===== config.mk =====
export PLATFORM = sky130hd
export DESIGN_NAME = mel_frame_collector
export DESIGN_NICKNAME = d
export VERILOG_FILES = /design/src/rtl/audio_pkg.sv /design/src/rtl/mel_frame_collector_frame_bank.sv /design/src/rtl/mel_frame_collector.sv
export SDC_FILE = /design/constraint.sdc
export NUM_CORES = 2
export LEC_CHECK = 0
export CORE_MARGIN = 3
export CORE_UTILIZATION = 25
export CTS_CLUSTER_SIZE = 25
export DETAILED_ROUTE_END_ITERATION = 6
export GPL_ROUTABILITY_DRIVEN = 0
export GPL_TIMING_DRIVEN = 0
export PLACE_DENSITY_LB_ADDON = 0.08
export SLEW_MARGIN = 10
export SYNTH_ARGS = -nofsm -noshare
export SYNTH_HDL_FRONTEND = slang
export SYNTH_SLANG_ARGS = --single-unit

===== constraint.sdc =====
create_clock -name clk -period 138.6 [get_ports clk]
set_input_delay 27.72 -clock clk [delete_from_list [all_inputs] [get_ports clk]]
set_output_delay 27.72 -clock clk [all_outputs]
set_load 0.05 [all_outputs]

===== src/rtl/audio_pkg.sv =====
// Shared audio-pipeline definitions: default sample width, mel band count
// and the sample type used by the stages around the mel filter bank.
package audio_pkg;

  localparam int SAMPLE_W  = 16;
  localparam int MEL_BANDS = 40;

  typedef logic [SAMPLE_W-1:0] sample_t;

endpackage


===== src/rtl/mel_frame_collector_frame_bank.sv =====
// One frame of storage: N registers of W bits. A single slot is written
// per cycle, and every slot is visible in parallel. An asynchronous clear
// returns all slots to zero.
module frame_bank
  import audio_pkg::*;
#(
  parameter int N  = MEL_BANDS,
  parameter int W  = SAMPLE_W,
  parameter int IW = (N > 1) ? $clog2(N) : 1
) (
  input  logic          clk,
  input  logic          reset,
  input  logic          i_we,
  input  logic [IW-1:0] i_idx,
  input  logic [W-1:0]  i_data,
  output logic [W-1:0]  o_q [N]
);

  logic [W-1:0] r_q [N];

  // Slot storage: clear everything on reset, otherwise write the indexed slot.
  always_ff @(posedge clk or posedge reset) begin
    if (reset) begin
      for (int i = 0; i < N; i++) begin
        r_q[i] <= '0;
      end
    end else if (i_we) begin
      for (int i = 0; i < N; i++) begin
        if (i_idx == IW'(i)) begin
          r_q[i] <= i_data;
        end
      end
    end
  end

  assign o_q = r_q;

endmodule


===== src/rtl/mel_frame_collector.sv =====
// Stream-to-frame deserializer. Collects N consecutive samples into one of
// two frame banks and presents a completed bank as a parallel frame. While
// the consumer holds one frame, the other bank keeps filling.
//
// Handshakes: a sample moves on a rising clk edge where s_valid && s_ready;
// a frame moves on an edge where m_valid && m_ready. s_ready and m_valid
// depend only on registered state, so neither has a combinational path from
// s_valid or m_ready. out holds steady while m_valid && !m_ready.
module mel_frame_collector
  import audio_pkg::*;
#(
  parameter int N = MEL_BANDS,
  parameter int W = SAMPLE_W
) (
  input  logic         clk,
  input  logic         reset,
  input  logic         s_valid,
  output logic         s_ready,
  input  logic [W-1:0] s_data,
  input  logic         s_last,
  output logic         m_valid,
  input  logic         m_ready,
  output logic [W-1:0] out [N],
  output logic         frame_err
);

  localparam int            IW       = (N > 1) ? $clog2(N) : 1;
  localparam logic [IW-1:0] LAST_IDX = IW'(N - 1);

  logic          r_wr_bank;
  logic          r_rd_bank;
  logic [IW-1:0] r_wr_idx;
  logic [1:0]    r_full;
  logic          r_frame_err;

  logic          w_accept;
  logic          w_last_slot;
  logic          w_xfer;
  logic          w_we0;
  logic          w_we1;
  logic [1:0]    w_full_nxt;
  logic [W-1:0]  w_bank0 [N];
  logic [W-1:0]  w_bank1 [N];

  assign s_ready     = !r_full[r_wr_bank];
  assign m_valid     = r_full[r_rd_bank];
  assign frame_err   = r_frame_err;

  assign w_accept    = s_valid && s_ready;
  assign w_last_slot = (r_wr_idx == LAST_IDX);
  assign w_xfer      = m_valid && m_ready;
  assign w_we0       = w_accept && !r_wr_bank;
  assign w_we1       = w_accept &&  r_wr_bank;

  frame_bank #(.N(N), .W(W), .IW(IW)) u_bank0 (
    .clk    (clk),
    .reset  (reset),
    .i_we   (w_we0),
    .i_idx  (r_wr_idx),
    .i_data (s_data),
    .o_q    (w_bank0)
  );

  frame_bank #(.N(N), .W(W), .IW(IW)) u_bank1 (
    .clk    (clk),
    .reset  (reset),
    .i_we   (w_we1),
    .i_idx  (r_wr_idx),
    .i_data (s_data),
    .o_q    (w_bank1)
  );

  // Full flags: completion sets the write bank, transfer clears the read
  // bank. Completion needs its bank empty and transfer needs its bank full,
  // so when both happen in one cycle they always touch different banks.
  always_comb begin
    w_full_nxt = r_full;
    if (w_accept && w_last_slot) begin
      w_full_nxt[r_wr_bank] = 1'b1;
    end
    if (w_xfer) begin
      w_full_nxt[r_rd_bank] = 1'b0;
    end
  end

  // Write-side control: slot index, bank switching and length checking.
  // A frame reaching N samples is always delivered, and a missing s_last is
  // only flagged. An early s_last drops the partial frame; its stale slots
  // are overwritten by the next frame.
  always_ff @(posedge clk or posedge reset) begin
    if (reset) begin
      r_wr_bank   <= 1'b0;
      r_wr_idx    <= '0;
      r_frame_err <= 1'b0;
    end else begin
      r_frame_err <= 1'b0;
      if (w_accept) begin
        if (w_last_slot) begin
          r_wr_bank   <= !r_wr_bank;
          r_wr_idx    <= '0;
          r_frame_err <= !s_last;
        end else if (s_last) begin
          r_wr_idx    <= '0;
          r_frame_err <= 1'b1;
        end else begin
          r_wr_idx    <= r_wr_idx + IW'(1);
        end
      end
    end
  end

  // Read side and shared full flags: advance to the other bank after each
  // transfer.
  always_ff @(posedge clk or posedge reset) begin
    if (reset) begin
      r_rd_bank <= 1'b0;
      r_full    <= 2'b00;
    end else begin
      r_full <= w_full_nxt;
      if (w_xfer) begin
        r_rd_bank <= !r_rd_bank;
      end
    end
  end

  // Frame output: the read bank's registers, selected by r_rd_bank.
  always_comb begin
    for (int i = 0; i < N; i++) begin
      out[i] = r_rd_bank ? w_bank1[i] : w_bank0[i];
    end
  end

endmodule

==> impl_metrics.env <==
export IMPL_setup_viol=0
export IMPL_clk_path_buf_depth=3
export IMPL_io_buffers=646
export IMPL_ios=664
export IMPL_core_area_um2=231000
export IMPL_syn_nets=3737
export IMPL_syn_to_final_growth_pct=28.1
export IMPL_synth_cell_types=46
export IMPL_final_core_util=0.323
export IMPL_grt_pass1_wl_um=319000
export IMPL_drive_above_1_share=0.491
export IMPL_synthArstFlopShare=1.00
export IMPL_synth_area_per_cell_um2=15.7
export IMPL_yosysWarningCount=0
export IMPL_drc=0
export IMPL_grt_pass1_vias=37200
export IMPL_drt_pass1_iterations=4
export IMPL_totalWireLength_um=233000
export IMPL_netlist_area_um2=58300
export IMPL_antenna_found_initial=34
export IMPL_synth_top_cell_area_share=0.554
export IMPL_crit_arrival_ns=5.01
export IMPL_fp_row_count=176
export IMPL_yosys_register_bits=1291
export IMPL_vias_per_cell=4.47
export IMPL_end_kind="output port"
export IMPL_status="complete, no violations"
export IMPL_netlist_instances=3712
export IMPL_multi_input_area_um2=24000
export IMPL_dp_cells=7398
export IMPL_power_uw=994
export IMPL_final_nets=4563
export IMPL_cts_hold_buf=0
export IMPL_seq_area_frac_synth=0.554
export IMPL_synth_flop_cell="dfrtp_1"
export IMPL_cts_sinks=1291
export IMPL_synth_most_common_cell="mux2_2"
export IMPL_cp_startpoint="r_rd_bank"
export IMPL_track_usage=0.192
export IMPL_start_util=0.252
export IMPL_tns_ns=0
export IMPL_cts_tree="built"
export IMPL_rsz0062_at_grt="no"
export IMPL_worstSetupStartpointType="flip-flop"
export IMPL_worstPathRequired_ns=110.88
export IMPL_ant_nets=0
export IMPL_vdd_drop_max_v=0.00000966
export IMPL_worst_path_max_fanout=10
export IMPL_overflow=0
export IMPL_r2r_start="r_rd_bank"
export IMPL_cts_resized_gates=0
export IMPL_cts_root_buf="clkbuf_16"
export IMPL_synthTopCellsByArea="dfrtp_1, mux2_2, mux2_4, mux2_1, nand3_4"
export IMPL_htreeDepth=4
export IMPL_drt_iter0_drc=1508
export IMPL_die_h_um=489
export IMPL_synth_top_cells_by_count="mux2_2, dfrtp_1, clkbuf_1"
export IMPL_critical_path_class="reg -> out"
export IMPL_worstMarginPinSlew_ns=1.46
export IMPL_drv_slew=0
export IMPL_vias=34500
export IMPL_clk_latency_ns=0.81
export IMPL_wl_per_cell_um=30.2
export IMPL_die_x_um=489
export IMPL_regArea_um2=32300
export IMPL_die_area_um2=239000
export IMPL_numCtsBuffers=164
export IMPL_hpwl_um=165000
export IMPL_hp_class="reg -> reg"
export IMPL_period_share=0.236
export IMPL_rrSetupSlack_ns=135.30
export IMPL_maxClockFrequency_ghz=0.0305
export IMPL_cts_setup_buffers=0
export IMPL_final_cells=7715
export IMPL_clock_skew_ns=0.0392
export IMPL_grt_max_degree=109
export IMPL_fillers=22800
export IMPL_rr_worst_depth=6
export IMPL_p_leak_nw=35.7
export IMPL_hold_viol_final=0
export IMPL_finalCriticalPeriod_ns=32.73
export IMPL_synth_edf_count=0
export IMPL_yosysTopAreaCell="dfrtp_1"
export IMPL_timing_rr_end="r_full[1]"
export IMPL_p_per_area_nw_per_um2=13.3
export IMPL_relSlewSlack=0.0300
export IMPL_cap_violations=0
export IMPL_clk_pin_slew_worst_paths_ns=0.06
export IMPL_critical_path_endpoint="out[8]"
-- final cells by class --
type,count,area share
timing repair buffer,660,0.0918
sequential,1291,0.433
clock inverter,56,0.0109
buffer,352,0.0266
inverter,5,0.000352
clock buffer,241,0.0646
multi-input combinational,2064,0.322
tap,3026,0.0507
antenna,20,0.000670
-- where the power goes --
part	switching, mW	leakage, nW	total (mW)	internal (mW)
combinational	0.101	15.1	0.148	0.0467
clock	0.178	2.78	0.449	0.270
sequential	0.00655	17.9	0.398	0.391
-- sequential cells by signal, summed over array words and instances (netlist names) --
| signal | count |
|---|---|
| r_full | 2 |
| r_wr_idx | 6 |
| r_rd_bank | 1 |
| r_wr_bank | 1 |
| frame_err | 1 |
| u_bank0.o_q | 640 |
| u_bank1.o_q | 640 |
-- stage by stage --
stage          setup WS, ns  hold slack (ns)  instance area, um^2
6_report             105.87            0.484                74600
5_1_grt              105.49            0.497                74600
4_1_cts              105.44            0.489                74600
3_5_place_dp         106.34            0.477                69000
3_3_place_gp          54.22            0.469                68500
2_1_floorplan         74.49            0.460                58300
-- how the worst min path moves through the flow --
stage / cells after the start / slack, ns / startpoint / endpoint
after floorplan: 1 / 0.46 / u_bank0.o_q[209] / u_bank0.o_q[209]
after global placement: 1 / 0.47 / u_bank0.o_q[458] / u_bank0.o_q[458]
after detailed placement: 1 / 0.48 / u_bank0.o_q[116] / u_bank0.o_q[116]
after CTS: 1 / 0.49 / u_bank0.o_q[116] / u_bank0.o_q[116]
after global routing: 1 / 0.50 / u_bank0.o_q[484] / u_bank0.o_q[484]
final: 1 / 0.48 / u_bank0.o_q[240] / u_bank0.o_q[240]
-- placed cells by master (no fill, tap or decap), drive strengths merged, types with 14 or more instances in the layout --
cell | Yosys | layout
clkbuf | 200 | 441
inv | 5 | 14
dfrtp | 1291 | 1291
bufinv | 0 | 15
clkinv | 0 | 30
and3 | 26 | 26
clkdlybuf4s50 | 0 | 646
buf | 152 | 166
mux2 | 1921 | 1921
diode | 0 | 20
nand3 | 58 | 58
-- routing by layer --
metal  global-route usage  vias up  wire [um]
met4               0.0498        0       5820
met5                    0        -          0
met3               0.0368      219      10100
met1                0.265    18500     109000
met2                0.309      727     108000
li1                     -    15000          -
-- worst max-delay path, cell delays in order (launching register included) --
cell,delay [ns]
dfrtp_1,0.31
clkbuf_1,0.75
clkbuf_1,0.84
clkbuf_1,0.63
buf_2,0.45
mux2_2,0.38
clkdlybuf4s50_1,0.84
-- cell families (layout without fill, tap and decap cells) --
group | Yosys count | after routing | share of synthesized area
AOI/OAI and AO/OA | 19 | 19 | 0.00240
xor gates and xnor gates | 1 | 1 | 0.000150
adders and majority gates | 4 | 4 | 0.000859
buffers and inverters | 357 | 1314 | 0.0339
DFF | 1291 | 1291 | 0.554
muxes | 1923 | 1923 | 0.384
other | 0 | 20 | 0
and+or+nand+nor | 117 | 117 | 0.0247
Power figures use the tool's default switching activity.
